$ cat src/rtl/muldiv_pkg.sv
// Shared types for the RV32M multiply/divide sequencer: M-op encoding, FSM states,
// iteration count and operand signedness decode.
package muldiv_pkg;

  typedef enum logic [2:0] {
    MD_MUL    = 3'd0,
    MD_MULH   = 3'd1,
    MD_MULHSU = 3'd2,
    MD_MULHU  = 3'd3,
    MD_DIV    = 3'd4,
    MD_DIVU   = 3'd5,
    MD_REM    = 3'd6,
    MD_REMU   = 3'd7
  } muldivOp_;

  typedef enum logic [1:0] {
    IDLE = 2'd0,
    RUN  = 2'd1,
    DONE = 2'd2
  } muldivState_;

  localparam int MULDIV_ITERATIONS = 32;

  // second = 0 asks about rs1, second = 1 about rs2
  function automatic logic isSignedOp(input muldivOp_ op, input logic second);
    case (op)
      MD_MULH, MD_DIV, MD_REM: isSignedOp = 1'b1;
      MD_MULHSU:               isSignedOp = ~second;
      default:                 isSignedOp = 1'b0;
    endcase
  endfunction

endpackage

$ cat src/rtl/muldiv_sequencer.sv
// Iterative RV32M multiply/divide unit beside the execute ALU: one shared 33-bit
// adder drives a shift-add multiply or restoring divide, stalling execute meanwhile.
module muldiv_sequencer
  import muldiv_pkg::*;
#(
  parameter int ITERATIONS = MULDIV_ITERATIONS
) (
  input  logic        clock,
  input  logic        reset,
  input  logic        start,
  input  logic [2:0]  op,
  input  logic [31:0] operand1,
  input  logic [31:0] operand2,
  input  logic        flush,
  input  logic        advance,
  output logic        stallRequest,
  output logic        done,
  output logic [31:0] result
);

  muldivState_ state, next_state;
  muldivOp_    op_in, op_latched;
  logic [5:0]  counter;
  logic [31:0] acc_hi, acc_lo, divisor;
  logic        negate;

  logic        neg1, neg2, start_negate, div_zero, overflow;
  logic [31:0] abs1, abs2, special_value;
  logic        accept, fast, finish, last, is_div;

  logic [32:0] add_a, add_b;
  logic        add_cin;
  logic [33:0] add_sum;
  logic [31:0] hi_next, lo_next, quot_fix, rem_fix, final_value;
  logic [63:0] product, product_fix;

  assign op_in  = muldivOp_'(op);
  assign is_div = (op_latched >= MD_DIV);
  assign last   = (counter == 6'(ITERATIONS - 1));

  // Operand conditioning and divide special cases decided in the IDLE cycle
  always_comb begin
    neg1 = isSignedOp(op_in, 1'b0) & operand1[31];
    neg2 = isSignedOp(op_in, 1'b1) & operand2[31];
    abs1 = neg1 ? (~operand1 + 32'd1) : operand1;
    abs2 = neg2 ? (~operand2 + 32'd1) : operand2;
    div_zero = (op_in >= MD_DIV) && (operand2 == 32'd0);
    overflow = ((op_in == MD_DIV) || (op_in == MD_REM)) &&
               (operand1 == 32'h8000_0000) && (operand2 == 32'hFFFF_FFFF);
    if ((op_in == MD_REM) || (op_in == MD_REMU)) begin
      start_negate = neg1;
    end else begin
      start_negate = neg1 ^ neg2;
    end
    if (div_zero) begin
      special_value = ((op_in == MD_REM) || (op_in == MD_REMU)) ? operand1 : 32'hFFFF_FFFF;
    end else if (overflow) begin
      special_value = (op_in == MD_REM) ? 32'd0 : 32'h8000_0000;
    end else begin
      special_value = 32'd0;
    end
  end

  // Shared adder: adds the multiplicand for multiply, subtracts the divisor (carry = no borrow) for divide
  always_comb begin
    if (is_div) begin
      add_a   = {acc_hi, acc_lo[31]};
      add_b   = ~{1'b0, divisor};
      add_cin = 1'b1;
    end else begin
      add_a   = {1'b0, acc_hi};
      add_b   = acc_lo[0] ? {1'b0, divisor} : 33'd0;
      add_cin = 1'b0;
    end
  end

  assign add_sum = {1'b0, add_a} + {1'b0, add_b} + {33'd0, add_cin};

  // One iteration step plus sign fix and word selection for the final step
  always_comb begin
    if (is_div) begin
      hi_next = add_sum[33] ? add_sum[31:0] : add_a[31:0];
      lo_next = {acc_lo[30:0], add_sum[33]};
    end else begin
      hi_next = add_sum[32:1];
      lo_next = {add_sum[0], acc_lo[31:1]};
    end
    product     = {hi_next, lo_next};
    product_fix = negate ? (~product + 64'd1) : product;
    quot_fix    = negate ? (~lo_next + 32'd1) : lo_next;
    rem_fix     = negate ? (~hi_next + 32'd1) : hi_next;
    case (op_latched)
      MD_MUL:                       final_value = product_fix[31:0];
      MD_MULH, MD_MULHSU, MD_MULHU: final_value = product_fix[63:32];
      MD_DIV, MD_DIVU:              final_value = quot_fix;
      default:                      final_value = rem_fix;
    endcase
  end

  // Next-state logic; flush wins in every state
  always_comb begin
    next_state = state;
    accept     = 1'b0;
    fast       = 1'b0;
    finish     = 1'b0;
    case (state)
      IDLE: begin
        if (start && !flush) begin
          accept = 1'b1;
          if (div_zero || overflow) begin
            fast       = 1'b1;
            next_state = DONE;
          end else begin
            next_state = RUN;
          end
        end else begin
          next_state = IDLE;
        end
      end
      RUN: begin
        if (flush) begin
          next_state = IDLE;
        end else if (last) begin
          finish     = 1'b1;
          next_state = DONE;
        end else begin
          next_state = RUN;
        end
      end
      DONE: begin
        if (flush || advance) begin
          next_state = IDLE;
        end else begin
          next_state = DONE;
        end
      end
      default: next_state = IDLE;
    endcase
  end

  assign stallRequest = ((state == IDLE) && start && !flush) || (state == RUN);
  assign done         = (state == DONE);

  // State, datapath and result registers
  always_ff @(posedge clock) begin
    if (reset) begin
      state      <= IDLE;
      op_latched <= MD_MUL;
      counter    <= 6'd0;
      acc_hi     <= 32'd0;
      acc_lo     <= 32'd0;
      divisor    <= 32'd0;
      negate     <= 1'b0;
      result     <= 32'd0;
    end else begin
      state <= next_state;
      if (accept && !fast) begin
        op_latched <= op_in;
        acc_hi     <= 32'd0;
        acc_lo     <= abs1;
        divisor    <= abs2;
        negate     <= start_negate;
        counter    <= 6'd0;
      end else if (state == RUN) begin
        acc_hi  <= hi_next;
        acc_lo  <= lo_next;
        counter <= counter + 6'd1;
      end
      if (fast) begin
        result <= special_value;
      end else if (finish) begin
        result <= final_value;
      end
    end
  end

endmodule
$ cat config.mk
export PLATFORM = sky130hd
export DESIGN_NAME = muldiv_sequencer
export DESIGN_NICKNAME = d
export VERILOG_FILES = /design/src/rtl/muldiv_pkg.sv /design/src/rtl/muldiv_sequencer.sv
export SDC_FILE = /design/constraint.sdc
export NUM_CORES = 1
export LEC_CHECK = 0
export ABC_CLOCK_PERIOD_IN_PS = 9800
export CORE_MARGIN = 2
export CORE_UTILIZATION = 30
export DETAILED_ROUTE_END_ITERATION = 6
export HOLD_SLACK_MARGIN = 0.15
export SYNTH_ARGS = -nofsm -noshare
export SYNTH_HDL_FRONTEND = slang
export SYNTH_SLANG_ARGS = --single-unit
$ cat constraint.sdc
create_clock -name clock -period 9.8 [get_ports clock]
set_clock_uncertainty 0.2 [all_clocks]
set_input_delay 2.94 -clock clock [delete_from_list [all_inputs] [get_ports clock]]
set_output_delay 2.94 -clock clock [all_outputs]
set_load 0.02 [all_outputs]
; ---- After elaboration in Yosys (flattened, before gate mapping)
; Cells that the tools add are included.
[classes]
add_sub_neg = 8
order_cmp = 2
eq_ne = 15
n_mux = 38
n_bitwise = 9
reduce_logical = 24
[op_table]
columns = operator, count
row1 = two-way mux 32 bit, 16
row2 = "adder 32 x 1 -> 32 bit, second input constant", 4
row3 = NOT 32 bit, 4
row4 = case mux 32 bit (3 select lines), 1
row5 = two-way mux 33 bit, 2
row6 = "adder 64 x 1 -> 64 bit, second input constant", 1
row7 = "equality test 32 bit, second input constant", 2
row8 = two-way mux 64 bit, 1
row9 = NOT 64 bit, 1
row10 = adder 33 x 33 -> 34 bit, 1
row11 = adder 34 x 1 -> 34 bit, 1
row12 = NOT 32 -> 33 bit, 1
row13 = zero test 32 bit, 1
row14 = "equality test 3 bit, second input constant", 5
row15 = two-way mux 1 bit, 12
row16 = two-way mux 2 bit, 5
row17 = "equality test 3 x 2 -> 1 bit, second input constant", 3
row18 = logical AND 1 bit, 7
row19 = "adder 6 x 1 -> 6 bit, second input constant", 1
row20 = "equality test 3 x 1 -> 1 bit, second input constant", 2
row21 = "equality test 6 x 5 -> 1 bit, second input constant", 1
row22 = "greater-or-equal comparator 3 bit, second input constant", 2
row23 = case mux 2 bit (3 select lines), 1
row24 = OR reduction 3 bit, 2
row25 = other kinds (11), 19
[totals]
ff_bits = 140
input_bits = 72
elab_cells = 104

; ---- Logic depth before layout (Yosys ltp)
[depth]
word_depth = 12
depth_mapped = 35
mapped_depth_nobuf = 23

; ---- Worst setup path before layout
; OpenSTA, ideal clock, no wires.
[synth_path]
path_type = flip-flop to flip-flop
from = reg op_latched[2]
to = reg result[22]
setup_time_ns = 0.134
arrival_time_ns = 7.518
required_time_ns = 9.466
slack_ns = 1.948
path_stages_with_launch = 35
path_buffers = 14
path_cell_list = dfxtp_1 -> buf_4 -> buf_6 -> clkbuf_1 -> buf_2 -> buf_2 -> buf_2 -> buf_2 -> buf_1 -> buf_1 -> clkbuf_1 -> mux2_2 -> ha_1 -> buf_2 -> a21oi_1 -> o21ai_0 -> a31o_1 -> o31ai_4 -> nand2_2 -> buf_2 -> buf_2 -> a21o_1 -> inv_1 -> ha_1 -> o21ai_0 -> nor2_1 -> nand3_1 -> or2_1 -> or3_1 -> clkbuf_1 -> o31ai_1 -> nand2_1 -> xnor2_1 -> a221oi_1 -> a211oi_1
[synth_between]
elab_chain_cells = 12
word_cells_on_any_way = 29
classes_between = add/sub (5) / order compare (1) / eq/ne (5) / mux (12) / bitwise (3) / reduce/logical (3)
[synth_rtl]
columns = item, line_no
row1 = start: declaration, muldiv_sequencer.sv:22  ; muldivOp_ op_in, op_latched;
row2 = start signal: assignment, muldiv_sequencer.sv:158  ; op_latched <= op_in;
row3 = greater-or-equal comparator 3 bit, muldiv_sequencer.sv:38  ; assign is_div = (op_latched >= MD_DIV);
row4 = two-way mux 33 bit, muldiv_sequencer.sv:66  ; if (is_div) begin
row5 = adder 33 x 33 -> 34 bit, muldiv_sequencer.sv:77  ; assign add_sum = {1'b0, add_a} + {1'b0, add_b} + {33'd0, add_cin};
row6 = adder 34 x 1 -> 34 bit, muldiv_sequencer.sv:77
row7 = two-way mux 32 bit, muldiv_sequencer.sv:82  ; hi_next = add_sum[33] ? add_sum[31:0] : add_a[31:0];
row8 = two-way mux 32 bit, muldiv_sequencer.sv:81  ; if (is_div) begin
row9 = NOT 64 bit or NOT 32 bit (tied branches), "muldiv_sequencer.sv:89, muldiv_sequencer.sv:91"
row10 = adder 64 x 1 -> 64 bit or adder 32 x 1 -> 32 bit (tied branches), "muldiv_sequencer.sv:89, muldiv_sequencer.sv:91"
row11 = two-way mux 64 bit or two-way mux 32 bit (tied branches), "muldiv_sequencer.sv:89, muldiv_sequencer.sv:91"
row12 = case mux 32 bit (3 select lines) *, muldiv_sequencer.sv:92  ; case (op_latched)
row13 = two-way mux 32 bit *, muldiv_sequencer.sv:171  ; end else if (finish) begin
row14 = two-way mux 32 bit *, muldiv_sequencer.sv:169  ; if (fast) begin
row15 = end signal: assignment, muldiv_sequencer.sv:170  ; result <= special_value;
row16 = end signal: assignment, muldiv_sequencer.sv:172  ; result <= final_value;
row17 = end: declaration, muldiv_sequencer.sv:18  ; output logic [31:0] result
; Every way passes the cells marked *; elsewhere a longest branch is shown, timed or not. The select of a mux whose other input is x is not followed.
; A chain may end at the register's enable or synchronous reset.

; ---- Worst setup path in the final report
[layout_path]
from = in operand2[10]
to = reg result[19]
[layout_between]
elab_chain_cells = 7
word_cells_on_any_way = 12
classes_between = eq/ne (1) / mux (6) / reduce/logical (5)
[layout_rtl]
columns = item, line_no
row1 = start: declaration, muldiv_sequencer.sv:13  ; input logic [31:0] operand2,
row2 = equality test 32 bit or zero test 32 bit (tied branches), "muldiv_sequencer.sv:49, muldiv_sequencer.sv:47"
row3 = logical AND 1 bit (on tied branches), "muldiv_sequencer.sv:49, muldiv_sequencer.sv:47"
row4 = logical OR 1 bit, muldiv_sequencer.sv:110  ; if (div_zero || overflow) begin
row5 = two-way mux 1 bit, muldiv_sequencer.sv:110
row6 = two-way mux 1 bit, muldiv_sequencer.sv:108  ; if (start && !flush) begin
row7 = two-way mux 1 bit, muldiv_sequencer.sv:106  ; case (state)
row8 = two-way mux 32 bit or nonzero test 2 bit (tied branches), n/a
; Parallel ways exist; a longest one is shown, timed or not.

==> results.yml <==
cts:
  clk_pin_slew_ns: 0.07
  cts_num_sinks: 140
  clock_latency_ns: 0.46
  ctsHtreeMaxLevel: 4
  cts_tree: "yes"
  clock_path_buffers: 2
  cts_resized: 0
  hold_buffers: 0
  numCtsBuffers: 17
  post_cts_buffers: 0
  root_buffer: "clkbuf_16"
setup_path:
  crit_start: "operand2[10]"
  ff2ff_path_depth: 20
  crit_fanout: 31
  setup.worst_path.end_class: "flip-flop"
  critPathArrivalTime_ns: 8.05
  worstSetupPathType: "primary input to flip-flop"
  crit_path_end: "result[19]$_SDFFE_PP0P_"
  crit_required_ns: 9.93
  cp_slowest_cell: "and2_1"
  regToRegStartpoint: "op_latched[2]$_SDFFE_PP0P_"
  crit_path_max_incr_delay_ns: 0.91
  reg2reg_slack_ns: 2.18
  reg2reg_to: "result[18]$_SDFFE_PP0P_"
  cp-start-kind: "primary input"
  crit_chain: "clkdlybuf4s50_1 > or4_1 > or3_1 > nor3_1 > nand2b_1 > nor3_1 > nand3_1 > nor4_1 > and2_1 > o21ai_0 > and2_1 > o211ai_1 > a21oi_1 > a2111oi_0"
floorplan:
  die_h_um: 217.5
  dieArea_um2: 47280
  initial_utilization_pct: 30.25
  dieWidth_um: 217.5
  fp.coreArea_um2: 45190
  pin_count: 106
  num_rows: 78
synthesis:
  synthCells: 1933
  synth.most_common_cell: "nor2_1"
  synth_edf_count: 0
  yosys.area.top_type_share_pct: 20.51
  synthDistinctLibCells: 98
  yosys.area.top_type: "dfxtp_1"
  ys_seq_area_share_pct: 20.51
  syn-cell-area_um2: 13670
  yosys_most_used_dff: "dfxtp_1"
  ys_ff_latch: 140
  synth_commonest_cells: "nor2_1 (208), nand2_1 (193), o21ai_0 (192), a21oi_1 (142), dfxtp_1 (140)"
  synth_warnings: 0
  postSynth.asyncResetShare_pct: 0
  syn_nets: 2045
  ys_top_cells_by_area: "dfxtp_1 (21%), o21ai_0 (7.0%), nor2_1 (5.7%)"
  synth_area_per_cell_um2: 7.071
timing:
  slew_headroom_pct: 29.68
  setup_viol: 0
  slew_viol_final: 0
  tightest_slew_ns: 1.051
  rsz0062_at_grt: "no"
  finalSetupTns_ns: 0
  post-route-period-util_pct: 80.85
  min_period_ns: 7.923
  fmaxAchievable_mhz: 126.2
  hold_viol: 0
cells_and_area:
  drive_above_1_share_pct: 6.663
  n_fill_cell: 4803
  syn_to_final_growth_pct: 14.58
  num_antenna_cells: 0
  nets: 2051
grt:
  grt_util_all_layers_pct: 22.14
  grt_pass1_wl_um: 82000
  grt_max_degree: 92
  grt_overflow: 0
  antenna_found_initial: 0
  grt_pass1_vias: 13720
route:
  wl_um: 53170
  num_vias: 15060
  drt-pass1-iter-count: 6
  drc_errors: 0
  wl_per_cell_um: 20.84
  drtIter0Drc: 1649
  vias_per_cell: 5.905
  drtAntennaViolNets: 0
pwr:
  p_comb_share_pct: 31.7
  leakagePower_nw: 5.246
  power.density_nw_per_um2: 122.8
  p_int_w: 0.001208
  power_switching_w: 0.0007158
  p_sw_share_pct: 37.21
  ir_worst_vdd_v: 0.0001362
  seqPwrFrac_pct: 32.3
  power.total_w: 0.001924
  clock_power_share_pct: 36.0
place:
  hpwl_um: 41030
  gp_congestion: 0.9506
  portBuffers: 105
worst_hold_path:
  hold_path.class: "flip-flop to flip-flop"
outcome:
  outcome: "finished clean"
job:
  cap_violations: 0
cell usage in the layout (no fill, tap or decap), types with 12 or more instances in the layout:
cell type	instances
nor2_1	207
nand2_1	193
o21ai_0	191
a21oi_1	142
dfxtp_1	138
clkdlybuf4s50_1	104
xor2_1	79
a211oi_1	79
xnor2_1	77
nand3_1	64
nor3_1	55
inv_1	44
ha_1	38
mux2i_1	30
nand4_1	30
o211ai_1	30
o31ai_1	28
buf_4	28
mux2_2	21
or3_1	19
o21ai_1	18
nor4_1	17
clkbuf_16	17
a221oi_1	16
a31oi_1	15
and2_1	14
nand2b_1	12
o22ai_1	12
area by class of cell:
| class | count | area, um^2 | share of cell area [%] |
|---|---|---|---|
| clock buffers | 18 | 429.2 | 2.740 |
| repair buffers | 132 | 1251 | 7.989 |
| multi-input cells | 1602 | 10080 | 64.38 |
| inverters | 46 | 172.7 | 1.103 |
| clock inverters | 13 | 167.7 | 1.071 |
| flip-flops and latches | 140 | 2808 | 17.93 |
| well taps | 600 | 750.7 | 4.793 |
per-layer routing:
layer	wire length [um]	GRT usage (%)	up-vias
li1	-	-	7154
met1	23800	30.84	7191
met2	24030	35.17	617
met3	3821	2.678	102
met4	1522	7.626	0
met5	0	0	-
through the flow:
stage / instance area [um^2] / util, % / worst slack, ns / cells / hold slack [ns]
final: 15660 / 34.66 / 1.877 / 2551 / 0.2582
after global routing: 15660 / 34.66 / 1.383 / 2551 / 0.2869
after global placement: 15060 / 33.34 / 1.531 / 2520 / 0.2449
after detailed placement: 15060 / 33.34 / 1.458 / 2520 / 0.2479
after floorplan: 13670 / - / 1.948 / 1933 / 0.2363
after CTS: 15660 / 34.66 / 1.911 / 2551 / 0.2566
sequential cells by signal, indices dropped and copies added, names as in the netlist:
register	cells
acc_hi	32
acc_lo	32
counter	6
divisor	32
negate	1
op_latched	3
result	32
state	2
power groups by stage:
stage	Combinational, W	Clock (W)	Sequential (W)
6_report	0.000609	0.000693	0.000622
2_1_floorplan	0.000409	0	0.000624
5_1_grt	0.000655	0.000721	0.000626
3_3_place_gp	0.000590	0	0.000633
4_1_cts	0.000596	0.000699	0.000621
3_5_place_dp	0.000593	0	0.000634
cells by family after synthesis:
kind of cell / synth area share (%)
multiplexers: 3.927
adder cells (fa/ha/maj): 3.772
flip-flops: 20.51
AO/OA/AOI/OAI: 32.41
XOR/XNOR: 9.996
buffers and inverters: 5.849
AND/OR/NAND/NOR: 23.54
how the worst min path moves through the flow:
stage	endpoint	cells past startpoint	startpoint
final	acc_hi[4]$_SDFFE_PP0P_	2	acc_hi[4]$_SDFFE_PP0P_
after global routing	acc_hi[4]$_SDFFE_PP0P_	2	acc_hi[4]$_SDFFE_PP0P_
after CTS	acc_hi[4]$_SDFFE_PP0P_	2	acc_hi[4]$_SDFFE_PP0P_
after detailed placement	acc_hi[4]$_SDFFE_PP0P_	2	acc_hi[4]$_SDFFE_PP0P_
after global placement	acc_hi[4]$_SDFFE_PP0P_	2	acc_hi[4]$_SDFFE_PP0P_
after floorplan	acc_hi[4]$_SDFFE_PP0P_	2	acc_hi[4]$_SDFFE_PP0P_
critical path: cells and delay by family:
| kind | cells | cell delay [ns] |
|---|---|---|
| AOI/OAI and AO/OA | 4 | 0.78 |
| buffers and inverters | 1 | 0.50 |
| and+or+nand+nor | 9 | 3.83 |
(Power assumes the default switching activity.)
